<file path="config.mk">
export PLATFORM = sky130hd
export DESIGN_NAME = psum_eject_collector
export DESIGN_NICKNAME = d
export VERILOG_FILES = /design/src/rtl/psum_eject_collector_pkg.sv /design/src/rtl/psum_sat_add.sv /design/src/rtl/psum_eject_collector.sv
export SDC_FILE = /design/constraint.sdc
export NUM_CORES = 2
export LEC_CHECK = 0
export CORE_UTILIZATION = 43
export CTS_CLUSTER_DIAMETER = 200
export DETAILED_ROUTE_END_ITERATION = 10
export GPL_TIMING_DRIVEN = 1
export PLACE_DENSITY = 0.6
export SYNTH_ARGS = -nofsm -noshare
export SYNTH_HDL_FRONTEND = slang
export SYNTH_SLANG_ARGS = --single-unit
</file>
<file path="constraint.sdc">
create_clock -name clk -period 15.9 [get_ports clk]
set_clock_uncertainty 0.05 [all_clocks]
set_input_delay 2.385 -clock clk [delete_from_list [all_inputs] [get_ports clk]]
set_output_delay 2.385 -clock clk [all_outputs]
set_load 0.005 [all_outputs]
</file>
<file path="src/rtl/psum_eject_collector_pkg.sv">
// rtl/psum_eject_collector_pkg.sv - shared defaults, FSM encoding and saturation limits for the psum eject collector
package psum_eject_collector_pkg;

  localparam int DW_DEF     = 16;
  localparam int DIM_DEF    = 16;
  localparam int ADDR_W_DEF = 10;

  localparam logic signed [DW_DEF-1:0] SAT_MAX = 16'sh7FFF;
  localparam logic signed [DW_DEF-1:0] SAT_MIN = 16'sh8000;

  typedef enum logic [2:0] {
    S_IDLE  = 3'd0,
    S_WAIT  = 3'd1,
    S_CAPT  = 3'd2,
    S_READ  = 3'd3,
    S_WRITE = 3'd4
  } state_t;

endpackage

</file>
<file path="src/rtl/psum_sat_add.sv">
// rtl/psum_sat_add.sv - lane-wise signed add with clamp to the DW-bit range
module psum_sat_add #(
  parameter int DW    = 16,
  parameter int LANES = 16
) (
  input  logic [DW*LANES-1:0] a,
  input  logic [DW*LANES-1:0] b,
  output logic [DW*LANES-1:0] sum,
  output logic [LANES-1:0]    sat
);

  for (genvar i = 0; i < LANES; i++) begin : g_lane
    logic [DW-1:0] a_l;
    logic [DW-1:0] b_l;
    logic [DW:0]   wide;

    assign a_l  = a[DW*i +: DW];
    assign b_l  = b[DW*i +: DW];
    assign wide = {a_l[DW-1], a_l} + {b_l[DW-1], b_l};
    // The top two bits of the DW+1 sum disagree exactly when the result left the DW range.
    assign sat[i] = wide[DW] ^ wide[DW-1];
    assign sum[DW*i +: DW] = !sat[i] ? wide[DW-1:0] :
                             (wide[DW] ? {1'b1, {(DW-1){1'b0}}} : {1'b0, {(DW-1){1'b1}}});
  end

endmodule

</file>
<file path="src/rtl/psum_eject_collector.sv">
// rtl/psum_eject_collector.sv - captures ejected array rows, optionally accumulates with stored psums, drains over ready/valid
module psum_eject_collector
  import psum_eject_collector_pkg::*;
#(
  parameter int DW        = DW_DEF,
  parameter int Dimension = DIM_DEF,
  parameter int ADDR_W    = ADDR_W_DEF,
  parameter int EJECT_LAT = 1
) (
  input  logic                    clk,
  input  logic                    rst,
  input  logic                    eject_start,
  input  logic                    accum_en,
  input  logic [ADDR_W-1:0]       base_addr,
  input  logic [DW*Dimension-1:0] array_out,
  output logic                    psum_rd_en,
  output logic [ADDR_W-1:0]       psum_rd_addr,
  input  logic [DW*Dimension-1:0] psum_rd_data,
  output logic                    wr_valid,
  input  logic                    wr_ready,
  output logic [ADDR_W-1:0]       wr_addr,
  output logic [DW*Dimension-1:0] wr_data,
  output logic                    busy,
  output logic                    done,
  output logic                    sat_flag,
  output logic                    drop_err
);

  localparam int ROW_W = DW * Dimension;
  localparam int IDX_W = $clog2(Dimension);
  localparam int LAT_W = (EJECT_LAT > 1) ? $clog2(EJECT_LAT) : 1;
  localparam logic [IDX_W-1:0] LAST = IDX_W'(Dimension - 1);

  state_t            state;
  logic [LAT_W-1:0]  wait_cnt;
  logic [IDX_W-1:0]  cap_idx;
  logic [IDX_W-1:0]  row;
  logic              accum_q;
  logic [ADDR_W-1:0] base_q;
  logic              first_q;
  logic [ROW_W-1:0]  psum_hold;
  logic [ROW_W-1:0]  row_buf [Dimension];
  logic [ROW_W-1:0]  addend;
  logic [ROW_W-1:0]  sum;
  logic [Dimension-1:0] sat_vec;
  logic [ADDR_W-1:0] row_addr;

  assign row_addr = base_q + ADDR_W'(row);
  // BRAM data is only valid in the first WRITE cycle; later stall cycles use the held copy.
  assign addend   = !accum_q ? '0 : (first_q ? psum_rd_data : psum_hold);

  psum_sat_add #(
    .DW    (DW),
    .LANES (Dimension)
  ) u_sat_add (
    .a   (row_buf[row]),
    .b   (addend),
    .sum (sum),
    .sat (sat_vec)
  );

  assign busy         = (state != S_IDLE);
  assign wr_valid     = (state == S_WRITE);
  assign psum_rd_en   = (state == S_READ) && accum_q;
  assign psum_rd_addr = psum_rd_en ? row_addr : '0;
  assign wr_addr      = wr_valid ? row_addr : '0;
  assign wr_data      = wr_valid ? sum : '0;

  always_ff @(posedge clk) begin
    if (!rst) begin
      state    <= S_IDLE;
      wait_cnt <= '0;
      cap_idx  <= '0;
      row      <= '0;
      accum_q  <= 1'b0;
      base_q   <= '0;
      first_q  <= 1'b0;
      done     <= 1'b0;
      sat_flag <= 1'b0;
      drop_err <= 1'b0;
    end else begin
      done <= 1'b0;
      // A start that lands while done is pulsing belongs to the finishing sequence's window.
      if (eject_start && (state != S_IDLE || done)) begin
        drop_err <= 1'b1;
      end
      case (state)
        S_IDLE: begin
          if (eject_start && !done) begin
            accum_q  <= accum_en;
            base_q   <= base_addr;
            wait_cnt <= LAT_W'(EJECT_LAT - 1);
            state    <= S_WAIT;
          end
        end
        S_WAIT: begin
          if (wait_cnt == '0) begin
            cap_idx <= '0;
            state   <= S_CAPT;
          end else begin
            wait_cnt <= wait_cnt - LAT_W'(1);
          end
        end
        S_CAPT: begin
          cap_idx <= cap_idx + IDX_W'(1);
          if (cap_idx == LAST) begin
            row   <= '0;
            state <= S_READ;
          end
        end
        S_READ: begin
          first_q <= 1'b1;
          state   <= S_WRITE;
        end
        S_WRITE: begin
          first_q <= 1'b0;
          if (wr_ready) begin
            if (|sat_vec) begin
              sat_flag <= 1'b1;
            end
            if (row == LAST) begin
              done  <= 1'b1;
              state <= S_IDLE;
            end else begin
              row   <= row + IDX_W'(1);
              state <= S_READ;
            end
          end
        end
        default: state <= S_IDLE;
      endcase
    end
  end

  always_ff @(posedge clk) begin
    if (state == S_CAPT) begin
      row_buf[cap_idx] <= array_out;
    end
  end

  always_ff @(posedge clk) begin
    if (state == S_WRITE && first_q) begin
      psum_hold <= psum_rd_data;
    end
  end

endmodule

</file>
Yosys cells after proc, flatten, opt, wreduce, memory -nomap -nowiden
Memories as Yosys holds them, arrays and structs flattened. A register that Yosys moved wholly into a read port is not among the register bits.
Cells that the tools add are included.
{"block": "word_totals", "wordCells": 137, "n_memories": 1, "mem_bits_ro": 0, "latchBits": 0, "ramBits": 4096, "ff_bits": 283, "inputBits": 527}
{"name": "row_buf", "depth": 16, "word_bits": 256, "rd": 1, "rd_ports_with_merged_regs": 1, "write_ports": 1, "line_no": "psum_eject_collector.sv:42", "rtl": "logic [ROW_W-1:0] row_buf [Dimension];"}
{"block": "classes", "magnitude_cmp": 0, "n_mux": 58, "shifts": 0, "n_mul": 0, "n_bitwise": 16, "n_addsub": 20, "n_reduce_logical": 20, "n_eq_ne": 11, "div": 0}
{"cell": "256-bit two-way mux", "n": 3}
{"cell": "16-bit two-way mux", "n": 32}
{"cell": "16-bit by 16-bit adder with 17-bit output", "n": 16}
{"cell": "4-bit two-way mux", "n": 6}
{"cell": "10-bit two-way mux", "n": 2}
{"cell": "4-bit case mux with 2 select lines", "n": 2}
{"cell": "16-bit OR reduction", "n": 1}
{"cell": "1-bit XOR", "n": 16}
{"cell": "3-bit case mux with 5 select lines", "n": 1}
{"cell": "3-bit two-way mux", "n": 4}
{"cell": "10-bit by 4-bit adder with 10-bit output", "n": 1}
{"cell": "4-bit by 1-bit adder with 4-bit output, second input constant", "n": 2}
{"cell": "4-bit == test, second input constant", "n": 2}
{"cell": "2-bit != test, second input constant", "n": 4}
{"cell": "4-bit AND reduction", "n": 2}
{"cell": "2-bit nonzero test", "n": 4}
{"cell": "3-bit by 2-bit == test with 1-bit output, second input constant", "n": 2}
{"cell": "2-bit AND reduction", "n": 3}
{"cell": "3-bit AND reduction", "n": 2}
{"cell": "1-bit two-way mux", "n": 5}
{"cell": "1-bit logical AND", "n": 4}
{"cell": "1-bit case mux with 2 select lines", "n": 2}
{"cell": "3-bit by 1-bit == test with 1-bit output, second input constant", "n": 1}
{"cell": "3-bit == test, second input constant", "n": 1}
{"cell": "7 further kinds", "n": 7}

Logic depth before layout (Yosys ltp)
{"block": "logic_depth", "ltp_word": 6, "mapped_depth": 23, "depth_no_buf": 19}

Hierarchy
From an unflattened synthesis, not the netlist that was laid out.
{"block": "unflattened", "cells_unflattened": 9224, "area_unflattened_um2": 183019.3}
{"mod": "psum_eject_collector", "cells_each": 7307, "area_per_inst_um2": 169440.0, "n_inst": 1}
{"mod": "psum_sat_add", "cells_each": 1917, "area_per_inst_um2": 13579.3, "n_inst": 1}

Worst setup path after synthesis
OpenSTA, ideal clock, no wires.
{"block": "synth_path", "path_type": "input -> output", "startpoint": "input port psum_rd_data[49]", "endpoint": "output port wr_data[51]", "path_stages": 17, "path_slack_ns": 7.818, "arrival_ns": 5.647, "cell_sequence": "mux2_2 -> nand2_1 -> inv_1 -> ha_1 -> a21oi_1 -> o211ai_1 -> o41ai_2 -> o211ai_1 -> o221a_2 -> a21oi_1 -> o21bai_1 -> xor2_1 -> ha_1 -> clkbuf_1 -> nor2_1 -> a31o_2 -> o21a_1"}
{"block": "synth_between", "elab_chain_cells": 6, "word_cells_on_any_way": 7}
{"item": "from (decl)", "line_no": "psum_eject_collector.sv:18", "rtl": "input logic [DW*Dimension-1:0] psum_rd_data,"}
{"item": "256-bit two-way mux * (2 in series)", "line_no": "psum_eject_collector.sv:50", "rtl": "assign addend = !accum_q ? '0 : (first_q ? psum_rd_data : psum_hold);"}
{"item": "16-bit by 16-bit adder with 17-bit output *", "line_no": "psum_sat_add.sv:19", "rtl": "assign wide = {a_l[DW-1], a_l} + {b_l[DW-1], b_l};"}
{"item": "16-bit two-way mux or 1-bit XOR (tied branches)", "line_no": "psum_sat_add.sv:23, psum_sat_add.sv:21"}
{"item": "16-bit two-way mux *", "line_no": "psum_sat_add.sv:22", "rtl": "assign sum[DW*i +: DW] = !sat[i] ? wide[DW-1:0] :"}
{"item": "256-bit two-way mux *", "line_no": "psum_eject_collector.sv:67", "rtl": "assign wr_data = wr_valid ? sum : '0;"}
{"item": "to (decl)", "line_no": "psum_eject_collector.sv:22", "rtl": "output logic [DW*Dimension-1:0] wr_data,"}
Mark *: on every way between the ends. The rest lies on a longest branch, timed or not.

==> results.md <==
- The run finished with clean final reports.
- The met1 layer usage reported by global route is 29.8%.
- The ratio of final minimum period to clock period is 70.2%.
- The overall die height is 651 µm.
- The post-cts resize count is 0.
- Global routing finished with a remaining overflow of 0.
- The count of unique library cells instantiated by Yosys is 75.
- CTS built an H-tree with a depth of 5.
- The flop and latch count out of synthesis is 4382.
- The area after detailed placement is 0.196 mm².
- Setup repair after global routing left no endpoint under its margin.
- The effective utilization at floorplan is 43.3%.
- Counting cells, the worst reg-to-reg path comes to 18.
- In this run the post-CTS setup repair buffer count came out at 0.
- The capture point of the worst reg-to-reg path is sat_flag$_SDFFE_PN0P_.
- The setup violation total in the final timing report is 0.
- Once layout is complete, the utilization of the core stands at 50.3%.
- In this run the worst setup path terminates at wr_data[215].
- The maximum number of buffers from clock root to sink is 4.
- The clock root buffer master is sky130_fd_sc_hd__clkbuf_16.
- The number of hold-slack violations in the final timing report is 0.
- In the final design database the tool counted 10700 nets.
- In this run the count of I/O pins placed on the die edge is 809.
- For this design the static power due to leakage is 65.1 nW.
- In the layout the commonest cells are sky130_fd_sc_hd__edfxtp_1, sky130_fd_sc_hd__mux4_2, sky130_fd_sc_hd__clkdlybuf4s50_1.
- The clock period minus final worst setup slack is 11.16 ns.
- The number of slew-limit violations in the final report is 0.
- The number of rows created at floorplan is 237.
- The area taken by flip-flops and latches is 0.131 mm².
- The busiest layer in global routing is met2.
- The number of hold buffers added after CTS was 0.
- The count of clock tree sinks is 4382.
- When the netlist entered floorplanning its net count stood at 9688.
- The cell area that synthesis handed to floorplanning was 0.181 mm².
- The detailed-route wire length is 478000 µm.
- Summing over every cut layer, the via total after detailed routing is 91600.
- The maximum net fanout on the critical path is 90.
- The worst path required time is 13.47 ns.
- The via count of the first global-routing pass is 94700.
- The die extent in x is 651 µm.
- The classification of the worst-slack hold path is reg -> reg.
- The clock reaches the later pin of the worst-skew pair after 0.98 ns.
- The total DRC errors in the routed layout is 0.
- The first global-routing pass estimated 682000 µm of wire.
- The clock buffer count from CTS is 450.
- In the final layout, the multi-input gates occupy 0.0476 mm².
- For this design the ratio of total power to cell area is 127 mW/mm².
- Across all setup checks in the final design, the least slack found is 4.74 ns.
- The number of enable flip-flop cells after synthesis is 4352.
- The remaining number of nets flagged by the antenna check after routing is 0.
- The start-to-end type of the worst setup path is reg -> out.
- The met3 track demand over resource in global routing is 4.13%.
- The most common cell after layout, fill and taps aside is sky130_fd_sc_hd__edfxtp_1.
- After technology mapping, the gate count stands at 8849.
- The first-pass detailed-route iteration total is 6.
- The growth of design area from synthesis to finish is 16.2%.
- After synthesis, flip-flops and latches occupy 72.6% of the total area.
- Timing analysis after detailed placement gives a worst setup slack of 5.23 ns.
- At the pin with the least slew margin, the transition time is 1.30 ns.
- The peak supply drop is 0.000109 V.
- In the synthesized netlist the dominant register cell turns out to be sky130_fd_sc_hd__edfxtp_1.
- The count of filler cells inserted in the layout is 33200.
- The die area is 0.423 mm².
- Detailed placement ended at an HPWL of 270000 µm.
- Yosys printed 0 warnings.
- During placement, the flow inserted port buffers numbering 808.
- Adding up every negative setup slack in the final design gives 0 ns.
- In the global route stage, met2 resource usage came out at 37.3%.
- STA puts the critical path data arrival time at 8.72 ns.
- The number of antenna violations at the first check in global routing came to 145.
- The routed length per instance is 30.3 µm.
- The max-cap check violation count is 0.
- TritonCTS built the clock tree.
- The share of async-settable or async-resettable flops after synthesis is 0%.
- The capturing element type of the critical path is a primary output.
- Summing internal, switching and leakage power gives 26.6 mW.
- The worst-case headroom to the max-slew limit is 12.7%.
- The finished cells cover 0.210 mm².
- The startpoint kind of the worst setup timing path is a flip-flop.
- After clock tree synthesis, the clock-pin slew on the worst setup and hold paths is 0.06 ns.
- The DRC marker count from the first detailed-route iteration is 9298.
- The aggregate global-route resource usage is 22.2%.
- The fmax is 0.0896 GHz.
- The register-to-register path setup slack is 8.31 ns.
- At the end of routability-driven placement, the weighted congestion stood at 0.836.
- The fraction of final layout cells sized beyond drive strength 1 is 20.7%.
- The maximum number of pins on one net before global-route repair is 130.
- The vias per cell is 5.80.
- The mean instance size in the synthesized netlist is 20.4 µm².
- The area of the core region is 0.418 mm².
==> cells by family after synthesis <==
| group | Yosys count | synth area share (%) |
|---|---|---|
| xor+xnor | 214 | 1.04 |
| compound gates | 844 | 2.92 |
| flops | 4382 | 72.6 |
| simple gates | 1022 | 2.97 |
| mux | 1539 | 17.1 |
| buf+inv | 536 | 1.21 |
| fa+ha+maj | 312 | 2.23 |
==> synthesized netlist by cell type (all sizes together) (28+ instances only) <==
library cell	instances	share of area (%)
and2	33	0.11
o21a	53	0.22
ha	295	2.0
o21ai	251	0.70
nand2b	35	0.12
a211oi	77	0.33
nand3	52	0.14
a21o	54	0.22
a21oi	239	0.67
inv	127	0.26
edfxtp	4352	72
a21boi	28	0.12
xnor2	117	0.57
nor2b	324	1.1
dfxtp	30	0.33
nand2	178	0.37
clkbuf	226	0.47
nor2	233	0.49
xor2	97	0.47
mux2i	285	1.6
buf	183	0.48
mux4	1237	15
nor3	38	0.11
==> layer usage <==
metal / wire (µm) / vias to the layer above
li1: - / 38800
met3: 30700 / 755
met5: 464 / -
met1: 197000 / 48900
met2: 237000 / 3042
met4: 12900 / 74
==> registers in the layout, indices dropped and copies added (netlist names), named ones only <==
register,count
row_buf,4096
psum_hold,256
base_q,10
cap_idx,4
row,4
state,3
accum_q,1
done,1
drop_err,1
first_q,1
sat_flag,1
==> metrics by stage <==
step                      instances  hold WS (ns)
final                         15800         0.423
after global routing          15700         0.450
after CTS                     15700         0.434
after detailed placement      14900         0.417
after global placement        14900         0.411
after floorplan                8849         0.397
==> critical path: stages (launching register included) <==
cell and delay [ns]:
sky130_fd_sc_hd__dfxtp_4 0.84, sky130_fd_sc_hd__buf_12 0.50, sky130_fd_sc_hd__buf_4 0.73, sky130_fd_sc_hd__mux4_2 0.59
sky130_fd_sc_hd__nand2b_1 0.09, sky130_fd_sc_hd__nand3_1 0.10, sky130_fd_sc_hd__o21ai_0 0.18, sky130_fd_sc_hd__buf_4 0.23
sky130_fd_sc_hd__inv_1 0.05, sky130_fd_sc_hd__ha_1 0.28, sky130_fd_sc_hd__a21o_1 0.16, sky130_fd_sc_hd__a21oi_1 0.27
sky130_fd_sc_hd__o211a_1 0.21, sky130_fd_sc_hd__or3_1 0.15, sky130_fd_sc_hd__nand3_1 0.12, sky130_fd_sc_hd__a311oi_1 0.29
sky130_fd_sc_hd__o21bai_1 0.16, sky130_fd_sc_hd__xor2_1 0.18, sky130_fd_sc_hd__ha_1 0.53, sky130_fd_sc_hd__or3_1 0.67
sky130_fd_sc_hd__o31ai_1 0.43, sky130_fd_sc_hd__clkdlybuf4s50_1 0.61
==> worst min-delay path by stage <==
stage / startpoint / to / slack, ns / cells past startpoint
after floorplan: base_q[0]$_SDFFE_PN0P_ / base_q[0]$_SDFFE_PN0P_ / 0.40 / 2
after detailed placement: drop_err$_SDFFE_PN0P_ / drop_err$_SDFFE_PN0P_ / 0.42 / 1
final: drop_err$_SDFFE_PN0P_ / drop_err$_SDFFE_PN0P_ / 0.42 / 1
after global routing: drop_err$_SDFFE_PN0P_ / drop_err$_SDFFE_PN0P_ / 0.45 / 1
after global placement: base_q[0]$_SDFFE_PN0P_ / base_q[0]$_SDFFE_PN0P_ / 0.41 / 2
after CTS: drop_err$_SDFFE_PN0P_ / drop_err$_SDFFE_PN0P_ / 0.43 / 1
==> power by group <==
group | internal [mW] | leakage [nW] | total [mW] | switching (mW)
Combinational | 1.60 | 18.8 | 3.54 | 1.95
Clock | 5.74 | 6.88 | 10.2 | 4.44
Sequential | 12.8 | 39.4 | 12.9 | 0.0508
==> final cells by class <==
class                      instances  area share [%]
inverter                         127           0.228
antenna                           73          0.0869
timing repair buffer             963            4.60
sequential                      4382            62.5
clock buffer                     544            5.55
clock inverter                   275            1.17
multi-input combinational       3931            22.6
tap                             5497            3.27
Power figures use the tool's default switching activity.
